<file path="config.mk">
export PLATFORM = sky130hd
export DESIGN_NAME = flash_read_responder_flat
export DESIGN_NICKNAME = d
export VERILOG_FILES = /design/src/rtl/flash_mem_if.sv /design/src/rtl/flash_read_responder.sv /design/src/flat_wrapper.sv
export SDC_FILE = /design/constraint.sdc
export NUM_CORES = 1
export LEC_CHECK = 0
export CAP_MARGIN = 20
export CORE_ASPECT_RATIO = 1.5
export CORE_UTILIZATION = 62
export DETAILED_ROUTE_END_ITERATION = 12
export DONT_BUFFER_PORTS = 1
export PLACE_DENSITY = 0.78
export SLEW_MARGIN = 20
export SYNTH_ARGS = -nofsm -noshare
export SYNTH_HDL_FRONTEND = slang
export SYNTH_SLANG_ARGS = --single-unit
</file>
<file path="constraint.sdc">
create_clock -name clk -period 3.8 [get_ports clk]
set_input_delay 0.76 -clock clk [delete_from_list [all_inputs] [get_ports clk]]
set_output_delay 0.76 -clock clk [all_outputs]
set_load 0.01 [all_outputs]
</file>
<file path="src/rtl/flash_mem_if.sv">
// flash_mem_if: Avalon-MM read-only bundle shared by flash read masters and
// the flash read responder.
//   read          master -> slave  read request
//   address       master -> slave  23-bit word address
//   byteenable    master -> slave  byte lanes requested
//   waitrequest   slave -> master  request not accepted this cycle
//   readdata      slave -> master  returned data
//   readdatavalid slave -> master  one-cycle pulse per returned read
interface flash_mem_if;
    logic        read;
    logic [22:0] address;
    logic [3:0]  byteenable;
    logic        waitrequest;
    logic [31:0] readdata;
    logic        readdatavalid;

    modport master (
        output read, address, byteenable,
        input  waitrequest, readdata, readdatavalid
    );

    modport slave (
        input  read, address, byteenable,
        output waitrequest, readdata, readdatavalid
    );
endinterface

</file>
<file path="src/rtl/flash_read_responder.sv">
// flash_read_responder: Avalon-MM read slave standing in for the flash
// controller. Holds off each read for WAIT_CYCLES cycles, allows at most
// DEPTH reads in flight, fetches words from a synchronous backing store and
// returns them in order exactly LATENCY cycles after acceptance. Also flags
// masters that drop or change a request while it is being held off.
//
// Ports:
//   clk, rst      clock, synchronous active-high reset
//   flash_mem     slave side of the flash read bus
//   store_rd      backing-store read strobe (the accept cycle)
//   store_addr    backing-store word address (request address)
//   store_q       backing-store data, valid the cycle after store_rd
//   protocol_err  sticky master protocol violation, cleared by reset
module flash_read_responder #(
    parameter int unsigned WAIT_CYCLES = 2,
    parameter int unsigned LATENCY     = 3,
    parameter int unsigned DEPTH       = 2
) (
    input  logic        clk,
    input  logic        rst,
    flash_mem_if.slave  flash_mem,
    output logic        store_rd,
    output logic [22:0] store_addr,
    input  logic [31:0] store_q,
    output logic        protocol_err
);

    localparam logic [3:0] WAIT_LIM  = 4'(WAIT_CYCLES);
    localparam logic [3:0] DEPTH_LIM = 4'(DEPTH);

    // Wait-state counter and in-flight count
    logic [3:0]  wcnt_q, wcnt_d;
    logic [3:0]  outstanding_q, outstanding_d;

    // Return pipe: pv_q[i] marks a read in stage i+1. Stage 1 data is the
    // live store_q (masked with be_q); pdata_q[i] holds the last data that
    // left stage i+1.
    logic        pv_q    [LATENCY];
    logic        pv_d    [LATENCY];
    logic [31:0] pdata_q [LATENCY];
    logic [31:0] pdata_d [LATENCY];
    logic [31:0] stage_data [LATENCY];
    logic [3:0]  be_q, be_d;

    // Previous-cycle request, for the hold-under-waitrequest check
    logic        prev_read_q, prev_read_d;
    logic        prev_wait_q, prev_wait_d;
    logic [22:0] prev_addr_q, prev_addr_d;
    logic [3:0]  prev_be_q, prev_be_d;
    logic        err_q, err_d;

    logic        wait_ok;
    logic        full;
    logic        waitreq;
    logic        accept;
    logic        rdv;

    function automatic logic [31:0] mask_bytes(input logic [31:0] d,
                                               input logic [3:0]  be);
        logic [31:0] m;
        m = '0;
        for (int unsigned b = 0; b < 4; b++) begin
            if (be[b]) m[8*b +: 8] = d[8*b +: 8];
        end
        return m;
    endfunction

    // Handshake: fullness uses the registered count, so a slot freed by a
    // return only becomes visible the cycle after that return.
    always_comb begin
        wait_ok = (wcnt_q == WAIT_LIM);
        full    = (outstanding_q == DEPTH_LIM);
        waitreq = rst | ~wait_ok | full;
        accept  = ~rst & flash_mem.read & wait_ok & ~full;
        rdv     = pv_q[LATENCY-1];
    end

    always_comb begin
        wcnt_d = wcnt_q;
        if (accept || !flash_mem.read) begin
            wcnt_d = '0;
        end else if (wcnt_q != WAIT_LIM) begin
            wcnt_d = wcnt_q + 4'd1;
        end
    end

    always_comb begin
        outstanding_d = outstanding_q;
        if (accept && !rdv) begin
            outstanding_d = outstanding_q + 4'd1;
        end else if (!accept && rdv) begin
            outstanding_d = outstanding_q - 4'd1;
        end
    end

    // Byte masking is applied as store_q enters the pipe, so later stages
    // carry data only; byteenable is needed for stage 1 alone.
    always_comb begin
        stage_data    = '{default: '0};
        stage_data[0] = mask_bytes(store_q, be_q);
        for (int unsigned i = 1; i < LATENCY; i++) begin
            stage_data[i] = pdata_q[i-1];
        end
    end

    // Data registers load only when their stage holds a read, which keeps
    // the final register equal to the last returned word while idle.
    always_comb begin
        pv_d    = '{default: 1'b0};
        pdata_d = '{default: '0};
        pv_d[0] = accept;
        be_d    = accept ? flash_mem.byteenable : be_q;
        for (int unsigned i = 1; i < LATENCY; i++) begin
            pv_d[i] = pv_q[i-1];
        end
        for (int unsigned i = 0; i < LATENCY; i++) begin
            pdata_d[i] = pv_q[i] ? stage_data[i] : pdata_q[i];
        end
    end

    // A violation needs a held-off read last cycle and a held-off cycle now.
    always_comb begin
        prev_read_d = flash_mem.read;
        prev_wait_d = waitreq;
        prev_addr_d = flash_mem.address;
        prev_be_d   = flash_mem.byteenable;
        err_d       = err_q;
        if (waitreq && prev_read_q && prev_wait_q &&
            (!flash_mem.read ||
             (flash_mem.address != prev_addr_q) ||
             (flash_mem.byteenable != prev_be_q))) begin
            err_d = 1'b1;
        end
    end

    always_comb begin
        flash_mem.waitrequest   = waitreq;
        flash_mem.readdatavalid = rdv;
        flash_mem.readdata      = rdv ? stage_data[LATENCY-1] : pdata_q[LATENCY-1];
        store_rd                = accept;
        store_addr              = flash_mem.address;
        protocol_err            = err_q;
    end

    always_ff @(posedge clk) begin
        if (rst) begin
            wcnt_q        <= '0;
            outstanding_q <= '0;
            pv_q          <= '{default: 1'b0};
            pdata_q       <= '{default: '0};
            be_q          <= '0;
            prev_read_q   <= 1'b0;
            prev_wait_q   <= 1'b0;
            prev_addr_q   <= '0;
            prev_be_q     <= '0;
            err_q         <= 1'b0;
        end else begin
            wcnt_q        <= wcnt_d;
            outstanding_q <= outstanding_d;
            pv_q          <= pv_d;
            pdata_q       <= pdata_d;
            be_q          <= be_d;
            prev_read_q   <= prev_read_d;
            prev_wait_q   <= prev_wait_d;
            prev_addr_q   <= prev_addr_d;
            prev_be_q     <= prev_be_d;
            err_q         <= err_d;
        end
    end

endmodule
</file>
<file path="src/flat_wrapper.sv">
// flat-port wrapper written by rule: the top's interface ports become plain ports
module flash_read_responder_flat 
#(
    parameter int unsigned WAIT_CYCLES = 2,
    parameter int unsigned LATENCY     = 3,
    parameter int unsigned DEPTH       = 2
)
  (clk, rst, store_rd, store_addr, store_q, protocol_err, flash_mem_read, flash_mem_address, flash_mem_byteenable, flash_mem_waitrequest, flash_mem_readdata, flash_mem_readdatavalid);
  flash_mem_if flash_mem_i ();
  input  logic clk;
  input  logic rst;
  output logic store_rd;
  output logic [22:0] store_addr;
  input  logic [31:0] store_q;
  output logic protocol_err;
  input wire logic [$bits(flash_mem_i.read)-1:0] flash_mem_read;
  input wire logic [$bits(flash_mem_i.address)-1:0] flash_mem_address;
  input wire logic [$bits(flash_mem_i.byteenable)-1:0] flash_mem_byteenable;
  output wire logic [$bits(flash_mem_i.waitrequest)-1:0] flash_mem_waitrequest;
  output wire logic [$bits(flash_mem_i.readdata)-1:0] flash_mem_readdata;
  output wire logic [$bits(flash_mem_i.readdatavalid)-1:0] flash_mem_readdatavalid;
  assign flash_mem_i.read = flash_mem_read;
  assign flash_mem_i.address = flash_mem_address;
  assign flash_mem_i.byteenable = flash_mem_byteenable;
  assign flash_mem_waitrequest = flash_mem_i.waitrequest;
  assign flash_mem_readdata = flash_mem_i.readdata;
  assign flash_mem_readdatavalid = flash_mem_i.readdatavalid;
  flash_read_responder #(.WAIT_CYCLES(WAIT_CYCLES), .LATENCY(LATENCY), .DEPTH(DEPTH)) u_core (.clk(clk), .rst(rst), .flash_mem(flash_mem_i), .store_rd(store_rd), .store_addr(store_addr), .store_q(store_q), .protocol_err(protocol_err));
endmodule
</file>
After elaboration in Yosys (flattened, before gate mapping)
Index checks and enable logic that the tools add are counted.
{"block": "classes", "addsub": 3, "mul": 0, "div_mod_pow": 0, "order_cmp": 0, "eq_ne": 5, "n_shift": 0, "n_mux": 7, "bitwise": 8, "n_reduce_logical": 13}
{"cell": "two-way mux 32 bit", "n": 1}
{"cell": "two-way mux 8 bit", "n": 4}
{"cell": "inequality test 23 bit", "n": 1}
{"cell": "adder 4 x 1 -> 4 bit (second input constant)", "n": 2}
{"cell": "== test 4 x 2 -> 1 bit (second input constant)", "n": 2}
{"cell": "two-way mux 4 bit", "n": 2}
{"cell": "logical AND 1 bit", "n": 5}
{"cell": "inequality test 4 x 2 -> 1 bit (second input constant)", "n": 1}
{"cell": "inequality test 4 bit", "n": 1}
{"cell": "subtractor 4 x 1 -> 4 bit (second input constant)", "n": 1}
{"cell": "bitwise AND 1 bit", "n": 3}
{"cell": "logical NOT 1 bit", "n": 3}
{"cell": "logical OR 1 bit", "n": 3}
{"cell": "NOT 1 bit", "n": 3}
{"cell": "bitwise OR 1 bit", "n": 2}
{"cell": "nonzero test 2 bit", "n": 1}
{"cell": "OR reduction 2 bit", "n": 1}
{"block": "word_totals", "reg_bits": 141, "latchBits": 0, "ramBits": 0, "rom_bits": 0, "word_cells": 50, "n_memories": 0}

Logic depth before layout (Yosys ltp)
{"block": "logic_depth", "word_depth": 8, "depth_mapped": 11, "mapped_depth_nobuf": 11}

Worst setup path after synthesis
OpenSTA, ideal clock, no wires.
{"block": "synth_path", "path_type": "in2reg", "startpoint": "in rst", "endpoint": "reg u_core.outstanding_q[3]", "setup_time_ns": 0.121, "arrival_time_ns": 2.880, "required_ns": 3.679, "path_slack_ns": 0.799, "cell_stages": 10, "n_path_buf": 1, "path_cell_list": "nand2b_1 > buf_12 > nor3_4 > ha_1 > inv_1 > ha_1 > a21o_1 > a21oi_1 > mux2i_1 > mux2_2"}
{"block": "synth_between", "elab_chain_len": 7, "elab_cells_between_ends": 9, "classes_between": "mux (1); bitwise (4); reduce/logical (4)"}
{"element": "start, declared", "line_no": "flat_wrapper.sv:11", "source": "input logic rst;"}
{"element": "NOT 1 bit (*)", "line_no": "flash_read_responder.sv:74", "source": "accept = ~rst & flash_mem.read & wait_ok & ~full;"}
{"element": "bitwise AND 1 bit (*) (3 in a row)", "line_no": "flash_read_responder.sv:74"}
{"element": "net store_rd", "line_no": "flat_wrapper.sv:12", "source": "output logic store_rd;"}
{"element": "logical NOT 1 bit", "line_no": "flash_read_responder.sv:91", "source": "end else if (!accept && rdv) begin"}
{"element": "logical AND 1 bit", "line_no": "flash_read_responder.sv:91"}
{"element": "nonzero test 2 bit (no line)"}
{"element": "end signal, assigned", "line_no": "flash_read_responder.sv:159", "source": "outstanding_q <= outstanding_d;"}
{"element": "end, declared", "line_no": "flash_read_responder.sv:33", "source": "logic [3:0] outstanding_q, outstanding_d;"}
The timed path passes the listed nets; every way through them passes the cells marked *.
A chain may end at the register's enable or synchronous reset.

Final worst setup path
{"block": "layout_path", "startpoint": "reg u_core.wcnt_q[1]", "endpoint": "reg u_core.outstanding_q[3]"}
{"block": "layout_between", "elab_chain_len": 6, "elab_cells_between_ends": 8, "classes_between": "eq/ne (1); mux (1); bitwise (2); reduce/logical (4)"}
{"element": "start, declared", "line_no": "flash_read_responder.sv:32", "source": "logic [3:0] wcnt_q, wcnt_d;"}
{"element": "start signal, assigned", "line_no": "flash_read_responder.sv:158", "source": "wcnt_q <= wcnt_d;"}
{"element": "== test 4 x 2 -> 1 bit (*)", "line_no": "flash_read_responder.sv:71", "source": "wait_ok = (wcnt_q == WAIT_LIM);"}
{"element": "bitwise AND 1 bit (*) (2 in a row)", "line_no": "flash_read_responder.sv:74"}
{"element": "logical NOT 1 bit", "line_no": "flash_read_responder.sv:91"}
{"element": "logical AND 1 bit", "line_no": "flash_read_responder.sv:91"}
{"element": "nonzero test 2 bit (no line)"}
Mark *: on every way between the ends. The rest lies on a longest branch, timed or not.

==> metrics.yaml <==
status: "complete, no violations"
setup_viol: 0
synth_compound_area_share_pct: 3.73
tightest_slew_ns: 1.09
p_leak_nw: 2.32
cts.sink_count: 141
ys_types: 32
hold_start: "rst"
peakVddDrop_mv: 0.390
dieHeight_um: 118
synth_top_family_by_area: "simple AND/OR/NAND/NOR gates"
critPathKind: "reg -> reg"
end_kind: "flip-flop"
fill_cells: 646
fp.dieArea_um2: 9310
grt_use_total_pct: 22.1
yosys_most_used_dff: "dfxtp_1"
yosys.area_share.simple_pct: 19.2
reg2reg_to: "u_core.outstanding_q[3]"
fin_cells: 635
wirelength_um: 9610
final-seq-area_um2: 2830
synth_area_leaders: "dfxtp_1, nor2b_1, mux2i_1"
synth_cells: 548
synth-xor-area-share_pct: 4.91
synth_seq_cells: 141
drt-pass1-iter-count: 4
synthesis.nets: 616
yosys.area.top_type: "dfxtp_1"
dp_hpwl_um: 6220
fp-row-count: 41
synth_adder_area_share_pct: 1.49
crit_required_ns: 4.09
drt_iter0_drc: 117
hold_end: "u_core.prev_addr_q[21]"
postCtsSetupRepairBufs: 0
drive_gt1_share_pct: 13.3
synth_area_um2: 5530
wl_per_cell_um: 15.1
synthMuxAreaShare_pct: 13.6
grt_pass1_vias: 3454
worst_setup_path_start_kind: "flip-flop"
internal-power_mw: 2.78
cts.clk_slew.worst_paths_ns: 0.06
fin_hold_ws_ns: 0.426
avgSynthCellArea_um2: 10.1
seq_area_frac_synth_pct: 51.0
grt_pass1_wl_um: 16000
gp_congestion: 0.712
fp.coreArea_um2: 8520
fin_setup_tns_ns: 0
n_antenna_cell: 0
dp_cells: 603
cts_tree: "yes"
dr_total_vias: 3395
fmaxAchievable_mhz: 339
grt_max_degree: 139
clk_latency_ns: 0.40
nets: 583
r2r_cells: 11
h-tree-depth: 4
rrSetupSlack_ns: 0.85
ctsRootBufferMaster: "clkbuf_16"
grt_remaining_overflow: 0
io_pins: 121
stdcell_area_um2: 6040
min_path_cells: 1
cts_hold_buf: 0
yosysMostFrequentCell: "dfxtp_1"
ys_warn_count: 0
drv_cap: 0
synthTopCellsByCount: "dfxtp_1, nor2b_1, nor2_1"
r2r_start: "u_core.wcnt_q[1]"
post_dp_cell_area_um2: 5370
synth_top_area_share_pct: 51.0
period_share_pct: 77.5
hp-class: "in -> reg"
fin_skew_ns: 0.00725
cts_made_buffers: 17
seqPwrFrac_pct: 44.4
min_period_ns: 2.95
power_frac_clock_pct: 53.8
clock_path_buffers: 2
worst_slew_margin_rel_pct: 27.2
hold_viol_final: 0
arrival_ns: 3.24
start_util_pct: 65.0
p_per_area_nw_per_um2: 564
drv_slew: 0
combinationalPowerShare_pct: 1.8
synth_edf_count: 0
rsz0062_at_grt: "no"
layout-area-overhead-vs-synth_pct: 9.14
synthArstFlopShare_pct: 0
drc: 0
die_w_um: 79.1
viasPerCell: 5.35
p_switching_mw: 0.620
multi_input_area_um2: 2380
switching_share_pct: 18.2
path_max_fanout: 6
ant_nets: 0
antenna_found_initial: 0
cts-resized-gates: 0
port_buffers: 0
power groups by stage:
| stage | sequential [mW] | clock (mW) | combinational (mW) |
|---|---|---|---|
| 2_1_floorplan | 1.54 | 0 | 0.0998 |
| 3_3_place_gp | 1.54 | 0 | 0.0580 |
| 3_5_place_dp | 1.54 | 0 | 0.0607 |
| 4_1_cts | 1.51 | 1.86 | 0.0611 |
| 5_1_grt | 1.51 | 1.93 | 0.0666 |
| 6_report | 1.51 | 1.83 | 0.0599 |
cell type report:
| type | count | area share [%] |
|---|---|---|
| Clock inverter | 11 | 3.54 |
| Inverter | 4 | 0.249 |
| Timing Repair Buffer | 3 | 0.373 |
| Clock buffer | 21 | 7.46 |
| Multi-Input combinational cell | 348 | 39.4 |
| Tap cell | 107 | 2.22 |
| Sequential cell | 141 | 46.8 |
logic make-up after synthesis:
| family | Yosys count |
|---|---|
| AOI/OAI and AO/OA | 40 |
| xor gates and xnor gates | 31 |
| adders and majority gates | 6 |
| buffers and inverters | 59 |
| DFF | 141 |
| muxes | 71 |
| and+or+nand+nor | 200 |
critical path: stages, from the launching register on:
cell and delay, ns:
dfxtp_1 0.39, ha_1 0.17, or3b_4 0.41, nor3_4 0.16
buf_4 0.19, ha_1 0.18, inv_1 0.10, ha_1 0.31
a21o_1 0.17, a21oi_1 0.18, mux2i_1 0.22, mux2_2 0.34
worst max path at each step:
stage / startpoint / endpoint / slack, ns / cells past startpoint
after floorplan: rst / u_core.outstanding_q[3] / 0.80 / 10
after global placement: rst / u_core.outstanding_q[3] / 0.80 / 10
after detailed placement: rst / u_core.outstanding_q[3] / 0.71 / 10
after CTS: u_core.outstanding_q[1] / u_core.outstanding_q[3] / 0.84 / 10
after global routing: u_core.wcnt_q[0] / u_core.outstanding_q[3] / 0.65 / 12
final: u_core.wcnt_q[1] / u_core.outstanding_q[3] / 0.85 / 11
per-layer routing:
| layer | GRT usage, % | wire length (um) | up-vias |
|---|---|---|---|
| met5 | 0 | 0 | - |
| li1 | - | - | 1686 |
| met3 | 6.12 | 505 | 9 |
| met4 | 10.3 | 134 | 0 |
| met2 | 38.2 | 4980 | 89 |
| met1 | 24.6 | 3990 | 1611 |
sequential cells by signal (all words and copies together), names as in the netlist:
signal                          flops
u_core.be_q                         4
u_core.flash_mem.readdatavalid      1
u_core.outstanding_q                4
u_core.pdata_q                     96
u_core.prev_addr_q                 23
u_core.prev_be_q                    4
u_core.prev_read_q                  1
u_core.prev_wait_q                  1
u_core.protocol_err                 1
u_core.pv_d                         2
u_core.wcnt_q                       4
cell usage in the layout (no fill, tap or decap):
cell / instances
buf_4: 3
xnor2_1: 29
a211oi_1: 1
clkinv_4: 1
or3_2: 1
clkinvlp_4: 2
mux2i_1: 38
mux2_2: 33
nor3_1: 3
fa_1: 1
a21oi_1: 37
clkbuf_1: 3
nor4b_1: 1
ha_1: 5
nor3_4: 1
or3b_4: 1
nor2b_1: 95
a31oi_1: 1
or4b_1: 1
clkbuf_8: 1
nor4_1: 1
a21o_1: 1
nand3_1: 1
nand2_1: 1
clkbuf_16: 17
inv_1: 4
dfxtp_1: 139
and2_1: 4
clkinv_2: 2
xor2_1: 2
nor3b_1: 1
nand4_1: 7
dfxtp_2: 2
nor2_1: 81
nand2b_1: 1
bufinv_16: 6
metrics by stage:
| step | power, mW | utilization [%] | worst slack (ns) |
|---|---|---|---|
| final | 3.40 | 70.9 | 0.853 |
| after global routing | 3.51 | 70.9 | 0.653 |
| after CTS | 3.43 | 70.9 | 0.837 |
| after detailed placement | 1.60 | 63.1 | 0.709 |
| after global placement | 1.60 | 63.1 | 0.799 |
| after floorplan | 1.64 | - | 0.799 |
(Power assumes the default switching activity.)
